<file path="config.mk">
export PLATFORM = sky130hd
export DESIGN_NAME = fifo_flags
export DESIGN_NICKNAME = d
export VERILOG_FILES = /design/src/rtl/fifo_flags.sv
export SDC_FILE = /design/constraint.sdc
export NUM_CORES = 1
export LEC_CHECK = 0
export BUFFER_PORTS_ARGS = -buffer_cell sky130_fd_sc_hd__buf_2
export CAP_MARGIN = 20
export CORE_MARGIN = 4
export CORE_UTILIZATION = 35
export CTS_CLUSTER_DIAMETER = 40
export DETAILED_ROUTE_END_ITERATION = 12
export SLEW_MARGIN = 40
export SYNTH_ARGS = -nofsm -noshare
export SYNTH_HDL_FRONTEND = slang
export SYNTH_SLANG_ARGS = --single-unit
</file>
<file path="constraint.sdc">
create_clock -name clk -period 2.75 [get_ports clk]
set_input_delay 0.55 -clock clk [delete_from_list [all_inputs] [get_ports clk]]
set_output_delay 0.55 -clock clk [all_outputs]
set_load 0.1 [all_outputs]
</file>
<file path="src/rtl/fifo_flags.sv">
// fifo_flags: 2^W x B synchronous FIFO with show-ahead read data, occupancy count,
// almost-full/almost-empty thresholds and sticky overflow/underflow flags.
// Latency: a pushed word is visible on r_data after the push edge. Backpressure: no handshake;
// a push to a full FIFO is dropped unless a pop happens in the same cycle. A pop from an empty FIFO is ignored.
//
// Ports:
//   clk, reset            - single clock, synchronous active-high reset
//   rd, wr, w_data        - pop request, push request, push data
//   clr_err               - clears the sticky overflow and underflow flags
//   r_data                - head word (valid when empty=0)
//   full, empty           - count == 2^W, count == 0
//   almost_full/_empty    - count >= AF_LVL, count <= AE_LVL
//   count                 - words stored, 0..2^W
//   overflow, underflow   - sticky error flags
module fifo_flags #(
  parameter int B      = 8,
  parameter int W      = 4,
  parameter int AF_LVL = (1 << W) - 2,
  parameter int AE_LVL = 1
) (
  input  logic         clk,
  input  logic         reset,
  input  logic         rd,
  input  logic         wr,
  input  logic [B-1:0] w_data,
  input  logic         clr_err,
  output logic [B-1:0] r_data,
  output logic         full,
  output logic         empty,
  output logic         almost_full,
  output logic         almost_empty,
  output logic [W:0]   count,
  output logic         overflow,
  output logic         underflow
);

  localparam int DEPTH = 1 << W;
  localparam logic [W:0] DEPTH_C = (W+1)'(DEPTH);
  localparam logic [W:0] AF_C    = (W+1)'(AF_LVL);
  localparam logic [W:0] AE_C    = (W+1)'(AE_LVL);

  logic [B-1:0] mem_q [DEPTH];

  logic [W-1:0] wptr_q, wptr_d;
  logic [W-1:0] rptr_q, rptr_d;
  logic [W:0]   count_q, count_d;
  logic         full_q, full_d;
  logic         empty_q, empty_d;
  logic         af_q, af_d;
  logic         ae_q, ae_d;
  logic         ovf_q, ovf_d;
  logic         unf_q, unf_d;
  logic         push_ok, pop_ok;

  always_comb begin
    // A pop frees the slot that a simultaneous push into a full FIFO reuses.
    push_ok = wr & (~full_q | rd);
    pop_ok  = rd & ~empty_q;

    wptr_d  = push_ok ? wptr_q + W'(1) : wptr_q;
    rptr_d  = pop_ok  ? rptr_q + W'(1) : rptr_q;
    count_d = count_q + {{W{1'b0}}, push_ok} - {{W{1'b0}}, pop_ok};

    // Flags follow the next count so they move on the same edge as count.
    full_d  = (count_d == DEPTH_C);
    empty_d = (count_d == '0);
    af_d    = (count_d >= AF_C);
    ae_d    = (count_d <= AE_C);

    // New error events take priority over clr_err.
    ovf_d = (wr & ~rd & full_q) | (ovf_q & ~clr_err);
    unf_d = (rd & empty_q)      | (unf_q & ~clr_err);
  end

  always_ff @(posedge clk) begin
    if (reset) begin
      wptr_q  <= '0;
      rptr_q  <= '0;
      count_q <= '0;
      full_q  <= 1'b0;
      empty_q <= 1'b1;
      af_q    <= 1'b0;
      ae_q    <= 1'b1;
      ovf_q   <= 1'b0;
      unf_q   <= 1'b0;
    end else begin
      wptr_q  <= wptr_d;
      rptr_q  <= rptr_d;
      count_q <= count_d;
      full_q  <= full_d;
      empty_q <= empty_d;
      af_q    <= af_d;
      ae_q    <= ae_d;
      ovf_q   <= ovf_d;
      unf_q   <= unf_d;
    end
  end

  // Storage is not reset; a push coinciding with reset is discarded.
  always_ff @(posedge clk) begin
    if (push_ok && !reset) begin
      mem_q[wptr_q] <= w_data;
    end
  end

  assign r_data       = mem_q[rptr_q];
  assign full         = full_q;
  assign empty        = empty_q;
  assign almost_full  = af_q;
  assign almost_empty = ae_q;
  assign count        = count_q;
  assign overflow     = ovf_q;
  assign underflow    = unf_q;

endmodule

</file>
Word-level counts from Yosys, hierarchy flattened. Memory sizes are Yosys's and may differ from the RTL's. A register that Yosys moved wholly into a read port is not among the register bits. Cells that the tools add are included.

$lt $le $gt $ge: 2. Equal/unequal tests: 1. Shifts and indexed selects: 0. Bitwise operators: 14. Add/subtract/negate cells: 4. Divide/modulo/power cells: 0. Multiplexer cells: 4. Reduce and logical (&&, ||, !) cells: 3. Multiply operators: 0.

Operators with widths (number): adder 4 x 1 -> 4 bit, second input constant (2); 2-to-1 mux 4 bit (2); AND 1 bit (7); adder 5 x 1 -> 5 bit (1); == test 5 bit, second input constant (1); greater-or-equal comparator 5 x 4 -> 1 bit, second input constant (1); <= comparator 5 x 1 -> 1 bit, second input constant (1); logical NOT 5 bit (1); subtractor 5 x 1 -> 5 bit (1); NOT 1 bit (4); bitwise OR 1 bit (3); 2-to-1 mux 1 bit (2); logical AND 1 bit (1); logical NOT 1 bit (1).

Bits in read-only memories: 0. Word-level logic and storage cells: 38. Input bits: 13. Bits in latches: 0. Register bits after elaboration: 19. Memory bits (writable): 128. Memories: 1.

Memories: mem_q (words 16, bits a word 8, rd ports 1, clocked after Yosys merged registers in 1, write ports 1, RTL line 42) `logic [B-1:0] mem_q [DEPTH];`.

Logic depth before layout (Yosys ltp). Gate-level depths: netlist (run 1).

Word-level depth: 6. Gate-level depth with buffers: 11.

Worst setup path before layout (run 1). No wires, ideal clock.

Kind: register -> register. Start: reg full_q, in the netlist full. End: reg af_q, in the netlist almost_full. Path slack: -222 ps. Setup time: 74 ps. Arrival time: 2897 ps. Cell stages (with the launch flop): 11. Cells stage by stage: dfxtp_1 nand2b_1 clkbuf_1 nand2_1 ha_1 inv_1 ha_1 fa_1 xnor2_1 or4b_1 a31oi_1.

Word-level cells in the longest chain between the ends: 6.

Ends and longest elaborated chain: from (decl) (RTL line 47) `logic full_q, full_d;`; from (signal assigned) (RTL line 90) `full_q <= full_d;`; NOT 1 bit (RTL line 57) `push_ok = wr & (~full_q | rd);`; bitwise OR 1 bit (RTL line 57); AND 1 bit (RTL line 57); adder 5 x 1 -> 5 bit (RTL line 62) `count_d = count_q + {{W{1'b0}}, push_ok} - {{W{1'b0}}, pop_ok};`; subtractor 5 x 1 -> 5 bit (RTL line 62); greater-or-equal comparator 5 x 4 -> 1 bit (RTL line 67) `af_d = (count_d >= AF_C);`; to (signal assigned) (RTL line 82) `af_q <= 1'b0;`; to (signal assigned) (RTL line 92) `af_q <= af_d;`; to (decl) (RTL line 49) `logic af_q, af_d;`.

No other way between the ends. A chain may end at the register's enable or synchronous reset.

==> impl_results.md, run 1 <==
- Outcome: finished, final reports clean
- Vias: 3,131
- Most frequent cells in the layout: edfxtp_1, buf_4, buf_2, dfxtp_1, mux4_2
- Max Freq: 0.374 GHz
- Clock Sinks: 151
- Crit path kind: reg2out
- Pins over their slew limit: 0
- RSZ-0062 raised after global routing: true
- ANT cells: 0
- Final clock skew: 0.00830 ns
- Slew at the pin with the worst max-slew slack: about 0.51 ns
- Static leakage: approximately 0.0025 uW
- GP Congestion: 0.799
- Max-capacitance violation count: 0
- Netlist Area Pre-Place: 0.00599 mm2
- Hold Path Depth: 3
- Setup ws final: 0.0755 ns
- Cell variety after synth: 34
- TritonCTS Buffers: 17
- Worst-path clk slew: 0.05 ns
- Die outline width: 139 um
- Cell area after layout: 0.00727 mm2
- Initial antenna violation count: 0
- Worst EP required: roughly 2.2 ns
- Syn nets: 349
- Fraction of layout cells with a size suffix above 1: about 30%
- Cells after Synth: 325
- Type of origin of the critical path: flop
- Crit Path Max Fanout: 8
- Max VDD drop: between 0.7 and 0.8 mV
- Antenna Nets Post-Route: 0
- Setup slack at placement: 0.0777 ns
- Dpl cell area: 0.00660 mm2
- DRC: 0
- Top cells by area, synth: edfxtp_1, dfxtp_1, mux4_2
- Largest net degree at the start of global routing: 33
- Skew-Pair Late Insertion Delay: 0.41 ns
- Share of the synthesized area in the top cell type: between 60% and 70%
- Layout Nets: 415
- Yosys top cell by area: edfxtp_1
- FF-to-FF path depth: 10
- CP Data Arrival Time: ~2.1 ns
- Rows: 47
- # IOs: 32
- H-tree lvl count: 4
- CTS max path bufs: 2
- Starting DRT DRC Count: 236
- Fin crit share: 97.3%
- Sequential-to-total area share from yosys stat: approximately 72%
- DIE HEIGHT: 139 um
- Die area: 0.0193 mm2
- Vias per inst: 5.02
- Tmin final: between 2 and 3 ns
- Final Hold Vio Count: 0
- Max-slew headroom: approximately 66%
- Post-DP HPWL: approximately 7900 um
- Syn_area_per_cell: approximately 18 um2
- CTS tree: done
- Total Power: 6500 uW
- HP Class: in2reg
- Gr ovfl total: 0
- #FFs+latches synth: 151
- Synthesis warning total: 0
- Setup crit end kind: output port
- Cell Pwr Density: 895 mW/mm2
- CTS root buffer: clkbuf_16
- Total detailed-routing wirelength: 11,900 um
- First-pass GRT wire length: 18,900 um
- Vias in the first global route: 3,299
- Core Box Area: ~0.017 mm2
- Area Overhead vs Synth: 21.2%
- Final Setup Violations: 0
- Final Core Density: a little over two fifths
- Drt pass-1 iters: 5
- WL per Instance: 19.0 um
- Most common cell after layout, fill and taps aside: edfxtp_1
- Total global-route track usage: 12.9%
- Port bufs: 31
- Initial Util: between 30% and 40%
[metal layers]
layer | global-route usage [%] | share of wire (%) | vias to the layer above
met3 | 3.90 | 5.6 | 6
li1 | - | - | 1425
met5 | 0 | 0 | -
met4 | 3.09 | 0.62 | 0
met2 | 21.2 | 50 | 90
met1 | 17.1 | 44 | 1610
[final cells by class]
cell class,instances,area [um2]
Tap cell,220,275
Clock inverter,7,75.1
Timing Repair Buffer,63,500
Multi-Input combinational cell,147,1600
Fill cell,1474,9440
Inverter,11,41.3
Sequential cell,151,4310
Clock buffer,25,465
[repair_timing]
action | CTS | global route
pin swaps | 0 | 3
gates resized for setup | 13 | 13
setup endpoints to repair | 8 | 8
setup buffers | 0 | 3
hold buffers | 0 | 0
[path summary, 6_finish.rpt]
path | start | to | slack (ns)
hold / removal | rd | underflow$_SDFF_PP0_ | 0.42
setup reg to reg | full$_SDFF_PP0_ | empty$_SDFF_PP1_ | 0.44
hold reg to reg | overflow$_SDFF_PP0_ | overflow$_SDFF_PP0_ | 0.48
setup / recovery | flop | r_data[1] | 0.08
[registers in the layout, summed over array words and instances (netlist names), named ones only]
signal	flops
overflow	1
mem_q	128
rptr_q	4
full	1
count	5
empty	1
wptr_q	4
almost_full	1
almost_empty	1
underflow	1
[cell usage after synthesis]
library cell       n
nand2_1           13
clkdlybuf4s25_2    3
or4b_1             1
nor2_1            17
xnor2_1            5
nor3_1             9
and3_1             1
mux4_1            14
edfxtp_1         128
nor4b_1            1
mux4_2            18
a22oi_1           16
nand3_1            5
nand4_1            3
inv_1             11
xor2_1             7
fa_1               1
a21oi_1            5
and2_1             1
nand2b_1           3
dfxtp_1           23
nor2b_1            5
nand3b_1           1
clkbuf_1           6
and2b_1            1
a31o_2             2
a21o_1             2
mux2i_1            1
buf_2              3
buf_4              1
ha_1              10
nor4_1             4
buf_6              3
a31oi_1            1
[critical path, cell delays in order, from the launching register on]
cell and delay (ns):
dfxtp_4 0.42, buf_12 0.16, mux4_1 0.58, a22oi_2 0.25, nand2_1 0.07, buf_4 0.23
[metrics by stage]
stage / std cells / setup TNS (ns) / hold WS, ns
after floorplan: 325 / 0 / 0.477
after global placement: 589 / 0 / 0.458
after detailed placement: 589 / 0 / 0.480
after CTS: 621 / 0 / 0.401
after global routing: 624 / -0.00131 / 0.411
final: 624 / 0 / 0.418
[kinds of logic (layout without fill, tap and decap cells)]
kind of cell | after synthesis | in the layout | share of synthesized area [%]
simple gates | 65 | 65 | 5.39
fa+ha+maj | 11 | 11 | 2.42
compound gates | 26 | 26 | 3.07
flops | 151 | 151 | 71.8
xor+xnor | 12 | 12 | 1.75
buf+inv | 27 | 106 | 2.50
mux | 33 | 33 | 13.1
[report_power, final]
group,total (uW),internal (uW),leakage [uW],switching [uW]
clock,2120,1270,0.000264,843
sequential,2660,2590,0.00134,70.6
combinational,1730,566,0.000887,1160
Note: power is estimated with default switching activity, not from simulation.
==> run 2: changes to the inputs <==
ABC_AREA = 1   (was unset)
==> impl_results.md, run 2 <==
- GP Congestion: 0.826
- Hold Buf Count CTS: 0
- Antenna Nets Post-Route: 0
- Max incr delay on CP: approximately 0.40 ns
- Most common cell after layout, fill and taps aside: edfxtp_1
- Die area: 0.0201 mm2
- Share of the synthesized area in the top cell type: slightly above 60%
- Synthesis warning total: 0
- Initial antenna violation count: 0
- Post-synth EDFFs: 128
- Worst EP required: 2.20 ns
- Cell variety after synth: 25
- Ys flop type: edfxtp_1
- Largest net degree at the start of global routing: 32
- Type of origin of the critical path: flop
- Cell Pwr Density: between 800 and 900 mW/mm2
- Initial Util: 36.0%
- # IOs: 32
- Placed cell count: 820
- First-pass GRT wire length: around 21,000 um
- Setup crit end kind: output port
- Syn_area_per_cell: 11.1 um2
- H-tree lvl count: 4
- Worst Hold Path EP: underflow$_SDFF_PP0_
- Max Freq: 0.391 GHz
- Total detailed-routing wirelength: 13,600 um
- Yosys top cell by area: edfxtp_1
- WL per Instance: 16.0 um
- Max-capacitance violation count: 0
- FFs w/ async S/R, synth: 0%
- Most common cell in the netlist: edfxtp_1
- Tmin final: 2.56 ns
- Post-DP HPWL: 8930 um
- Drt pass-1 iters: 4
- FF-to-FF End: empty$_SDFF_PP1_
- Crit Path Max Fanout: 24
- Fraction of layout cells with a size suffix above 1: between 10% and 20%
- Cells after Synth: 567
- Post-cts gate resize count: 0
- Max VDD drop: 0.711 mV
- Cell area after layout: 0.00741 mm2
- Vias: 4,120
- Fin crit share: 93.0%
- Static leakage: 0.00277 uW
- Synth cell count leaders: edfxtp_1, nor2_1, nand2_1
- ANT cells: 0
- Final Hold Vio Count: 0
- Die outline width: 142 um
- Post CTS Setup Buffer Count: 0
- Vias per inst: 4.84
- Dpl cell area: 0.00687 mm2
- Starting DRT DRC Count: 195
- Gr ovfl total: 0
- Layout Nets: 638
- FF-to-FF path depth: 10
- Area Overhead vs Synth: 18.3%
- CP max-delay cell: dfxtp_2
- Final Setup Violations: 0
- Layout Cells excl Fill: roughly 850
- #FFs+latches synth: 151
- CTS tree: done
- Netlist Area Pre-Place: 0.00627 mm2
- Final clock skew: about 0.0064 ns
- Skew-Pair Late Insertion Delay: ~0.41 ns
- Hold Path Depth: 3
- DRC: 0
- Hold_sp: rd
- Most flop-heavy register: mem_q
- Total global-route track usage: 14.2%
- Vias in the first global route: 4,150
- TritonCTS Buffers: 17
- Core Box Area: 0.0174 mm2
- Max-slew headroom: a little under three fifths
- Regs by FF count: mem_q: 128 flops, count: 5 flops
- Clock Sinks: 151
- Critical path, cell by cell: buf_4 > nor2_1 > nor2_1 > o21ai_0 > nand3_1 > nand3_1 > nand2_1 > buf_12
- CP Data Arrival Time: roughly 2.0 ns
- Rows: 48
- Sequential-to-total area share from yosys stat: 68.7%
- CTS max path bufs: 2
- Slew at the pin with the worst max-slew slack: approximately 0.64 ns
- Outcome: finished, final reports clean
- RSZ-0062 raised after global routing: false
- Port bufs: 31
- Most frequent cells in the layout: edfxtp_1, nor2_1, nand2_1, nand3_1
- CTS root buffer: clkbuf_16
- R2r setup slk: 0.66 ns
- Reg-to-Reg Start: full$_SDFF_PP0_
- Top cells by area, synth: edfxtp_1, dfxtp_1, nor2_1
- HP Class: in2reg
- Pins over their slew limit: 0
- Setup TNS: 0 ns
- Crit path kind: reg2out
- Worst-path clk slew: ~0.060 ns
- Max FFs per register: approximately 130
- DIE HEIGHT: around 140 um
- Syn nets: 591
-- run 2: changes by cell type after synthesis, moves of 13 or more --
cell	before	now
o211ai_1	0	13
nand3_1	5	57
mux4_2	18	0
nand2_1	13	82
a22oi_1	16	0
o21ai_0	0	44
mux4_1	14	0
nor2_1	17	108
inv_1	11	44
-- run 2: area by class of cell --
class                      count  area (um2)
fill                        1652       10000
tap                          225         282
inverter                      46         178
multi-input combinational    344        1640
timing repair buffer          54         473
clock inverter                14         110
sequential                   151        4310
clock buffer                  18         429
-- run 2: worst max path at each step --
stage                     slack [ns]             start          endpoint  cells past startpoint
after floorplan                 0.18  empty$_SDFF_PP1_  empty$_SDFF_PP1_                      9
after global placement          0.35                rd  empty$_SDFF_PP1_                     12
after detailed placement        0.27                rd  empty$_SDFF_PP1_                     12
after CTS                       0.06              flop         r_data[4]                      8
after global routing            0.04              flop         r_data[6]                      8
final                           0.19              flop         r_data[6]                      8
-- run 2: per-layer routing --
layer  GRT usage [%]  wire [um]  vias to the layer above  part of all wire, %
li1                -          -                     2040                    -
met1            18.3       6270                     1982                   46
met2            22.9       6620                       88                   49
met3            4.42        561                       10                  4.1
met4            4.55        172                        0                  1.3
met5               0          0                        -                    0
-- run 2: metrics by stage --
stage / utilization [%] / total power (uW) / hold slack [ns] / worst slack, ns
2_1_floorplan: - / 3920 / 0.447 / 0.177
3_3_place_gp: 39.5 / 4330 / 0.448 / 0.347
3_5_place_dp: 39.5 / 4360 / 0.455 / 0.270
4_1_cts: 42.6 / 6470 / 0.383 / 0.0583
5_1_grt: 42.6 / 6740 / 0.375 / 0.0409
6_report: 42.6 / 6420 / 0.401 / 0.191
-- run 2: power breakdown --
part / leakage, uW / total (uW) / switching [uW] / internal [uW]
Combinational: 0.00117 / 1680 / 1240 / 445
Sequential: 0.00134 / 2620 / 54.0 / 2570
Clock: 0.000255 / 2110 / 877 / 1230
-- run 2: kinds of logic (layout without fill, tap and decap cells) --
| kind of cell | Yosys count | after routing | synth area share (%) |
|---|---|---|---|
| buf+inv | 72 | 132 | 5.19 |
| flops | 151 | 151 | 68.7 |
| fa+ha+maj | 11 | 11 | 2.32 |
| xor+xnor | 3 | 3 | 0.419 |
| compound gates | 70 | 70 | 6.19 |
| simple gates | 260 | 260 | 17.2 |
-- run 2: critical path: cells and delay by family, from the launching register on --
kind            cells  cell delay (ns)
compound gates      1             0.08
flops               1             0.40
buf+inv             2             0.46
simple gates        5             0.63
==> run 3: changes to the inputs <==
--- a/config.mk
+++ b/config.mk
@@ -14,2 +14,3 @@
 export DETAILED_ROUTE_END_ITERATION = 12
+export GPL_TIMING_DRIVEN = 0
 export SLEW_MARGIN = 40
--- a/constraint.sdc
+++ b/constraint.sdc
@@ -3,2 +3,2 @@
 set_output_delay 0.55 -clock clk [all_outputs]
-set_load 0.1 [all_outputs]
+set_load 0.02 [all_outputs]
==> impl_results.md, run 3 (synthesis gave the netlist of run 2 again) <==
- Regs by FF count: mem_q: 128 flops, count: 5 flops
- Vias: 4,204
- Most flop-heavy register: mem_q
- Setup TNS: 0 ns
- Die area: 0.0201 mm2
- Max FFs per register: 128
- TritonCTS Buffers: 17
- Max Freq: ~0.4 GHz
- Fillers: 1,674
- Antenna Nets Post-Route: 0
- Skew-Pair Late Insertion Delay: between 0.4 and 0.5 ns
- Max-slew headroom: 45.3%
- Worst EP required: 2.20 ns
- WL per Instance: ~17 um
- Max incr delay on CP: 0.36 ns
- Static leakage: 0.00271 uW
- H-tree lvl count: 4
- Gr ovfl total: 0
- ANT cells: 0
- DIE HEIGHT: approximately 140 um
- Cell mode on critical path: nand3_1
- DRC: 0
- Outcome: finished, final reports clean
- Cell Pwr Density: 810 mW/mm2
- Hold Buf Count CTS: 0
- Layout Nets: 641
- Slew at the pin with the worst max-slew slack: slightly above 0.8 ns
- Worst-path clk slew: 0.06 ns
- Core Box Area: 0.0174 mm2
- Largest net degree at the start of global routing: 17
- Max-capacitance violation count: 0
- Initial Util: 36.0%
- Starting DRT DRC Count: around 240
- Post CTS Setup Buffer Count: 0
- Rows: 48
- Die outline width: 142 um
- CTS tree: done
- Clock Sinks: 151
- GP Congestion: 0.888
- Crit Path Max Fanout: 10
- Port bufs: 31
- Hold slack: ~0.39 ns
- RSZ-0062 raised after global routing: false
- Area Overhead vs Synth: 16.1%
- Drt pass-1 iters: 5
- Setup slack at placement: 0.250 ns
- CTS max path bufs: 2
- Max VDD drop: between 0.5 and 0.6 mV
- Critical path, cell by cell: buf_6 > clkbuf_1 > o21ai_0 > nand3_1 > nand3_1 > nand2_1 > buf_2
- Total detailed-routing wirelength: 14,700 um
- Final Hold Vio Count: 0
- Post-DP HPWL: 10,100 um
- Most frequent cells in the layout: edfxtp_1, nor2_1, nand2_1, nand3_1
- Type of origin of the critical path: flop
- Tmin final: 2.56 ns
- Most common cell after layout, fill and taps aside: edfxtp_1
- Total global-route track usage: 15.1%
- Initial antenna violation count: 0
- CTS root buffer: clkbuf_16
- Vias in the first global route: 4,102
- Post-cts gate resize count: 0
- HP Class: in2reg
- Register area: 0.00430 mm2
- CP max-delay cell: clkbuf_1
- Fraction of layout cells with a size suffix above 1: between 10% and 20%
- Fin crit share: 93.2%
- Setup crit end kind: output port
- Multi-input gate area: 0.00167 mm2
- CP Data Arrival Time: around 2.0 ns
- # IOs: 32
- Placed cell count: between 800 and 900
- Setup ws final: 0.188 ns
- Final Setup Violations: 0
- Pins over their slew limit: 0
- Final clock skew: 0.0115 ns
- First-pass GRT wire length: 23,100 um
- Layout Cells excl Fill: 855
- Vias per inst: 4.92
- Crit path kind: reg2out
-- run 3: area by class of cell --
class | count | area share (%)
Clock inverter | 15 | 1.62
Sequential cell | 151 | 59.1
Multi-Input combinational cell | 344 | 22.9
Tap cell | 225 | 3.87
Clock buffer | 17 | 5.85
Inverter | 46 | 2.41
Buffer | 26 | 2.10
Timing Repair Buffer | 31 | 2.13
-- run 3: critical path, delay by kind of cell, from the launching register on --
kind	cells	cell delay, ns
buffers and inverters	3	0.68
and+or+nand+nor	3	0.38
DFF	1	0.33
AOI/OAI and AO/OA	1	0.20
-- run 3: power by group --
part	switching, uW	internal, uW
Sequential	49.6	2570
Combinational	772	358
Clock	977	1170
-- run 3: path summary, 6_finish.rpt --
kind	start	to	slack, ns	cells after the start
worst max register to register	full$_SDFF_PP0_	empty$_SDFF_PP1_	0.64	10
worst min register to register	underflow$_SDFF_PP0_	underflow$_SDFF_PP0_	0.47	2
worst min-delay path	clr_err	underflow$_SDFF_PP0_	0.39	4
worst max-delay path	flop	r_data[5]	0.19	7
-- run 3: through the flow --
step	util [%]	area, um2	power (uW)
3_5_place_dp	38.6	6720	3790
2_1_floorplan	-	6270	3430
6_report	41.8	7280	5900
3_3_place_gp	38.5	6700	3760
4_1_cts	41.7	7270	5930
5_1_grt	41.8	7280	6200
-- run 3: layer usage --
layer / up-vias / wire, um / track usage [%] / part of all wire [%]
li1: 2044 / - / - / -
met5: - / 0 / 0 / 0
met3: 23 / 897 / 3.84 / 6.1
met4: 0 / 314 / 5.40 / 2.1
met1: 1990 / 7030 / 21.3 / 48
met2: 147 / 6440 / 22.7 / 44
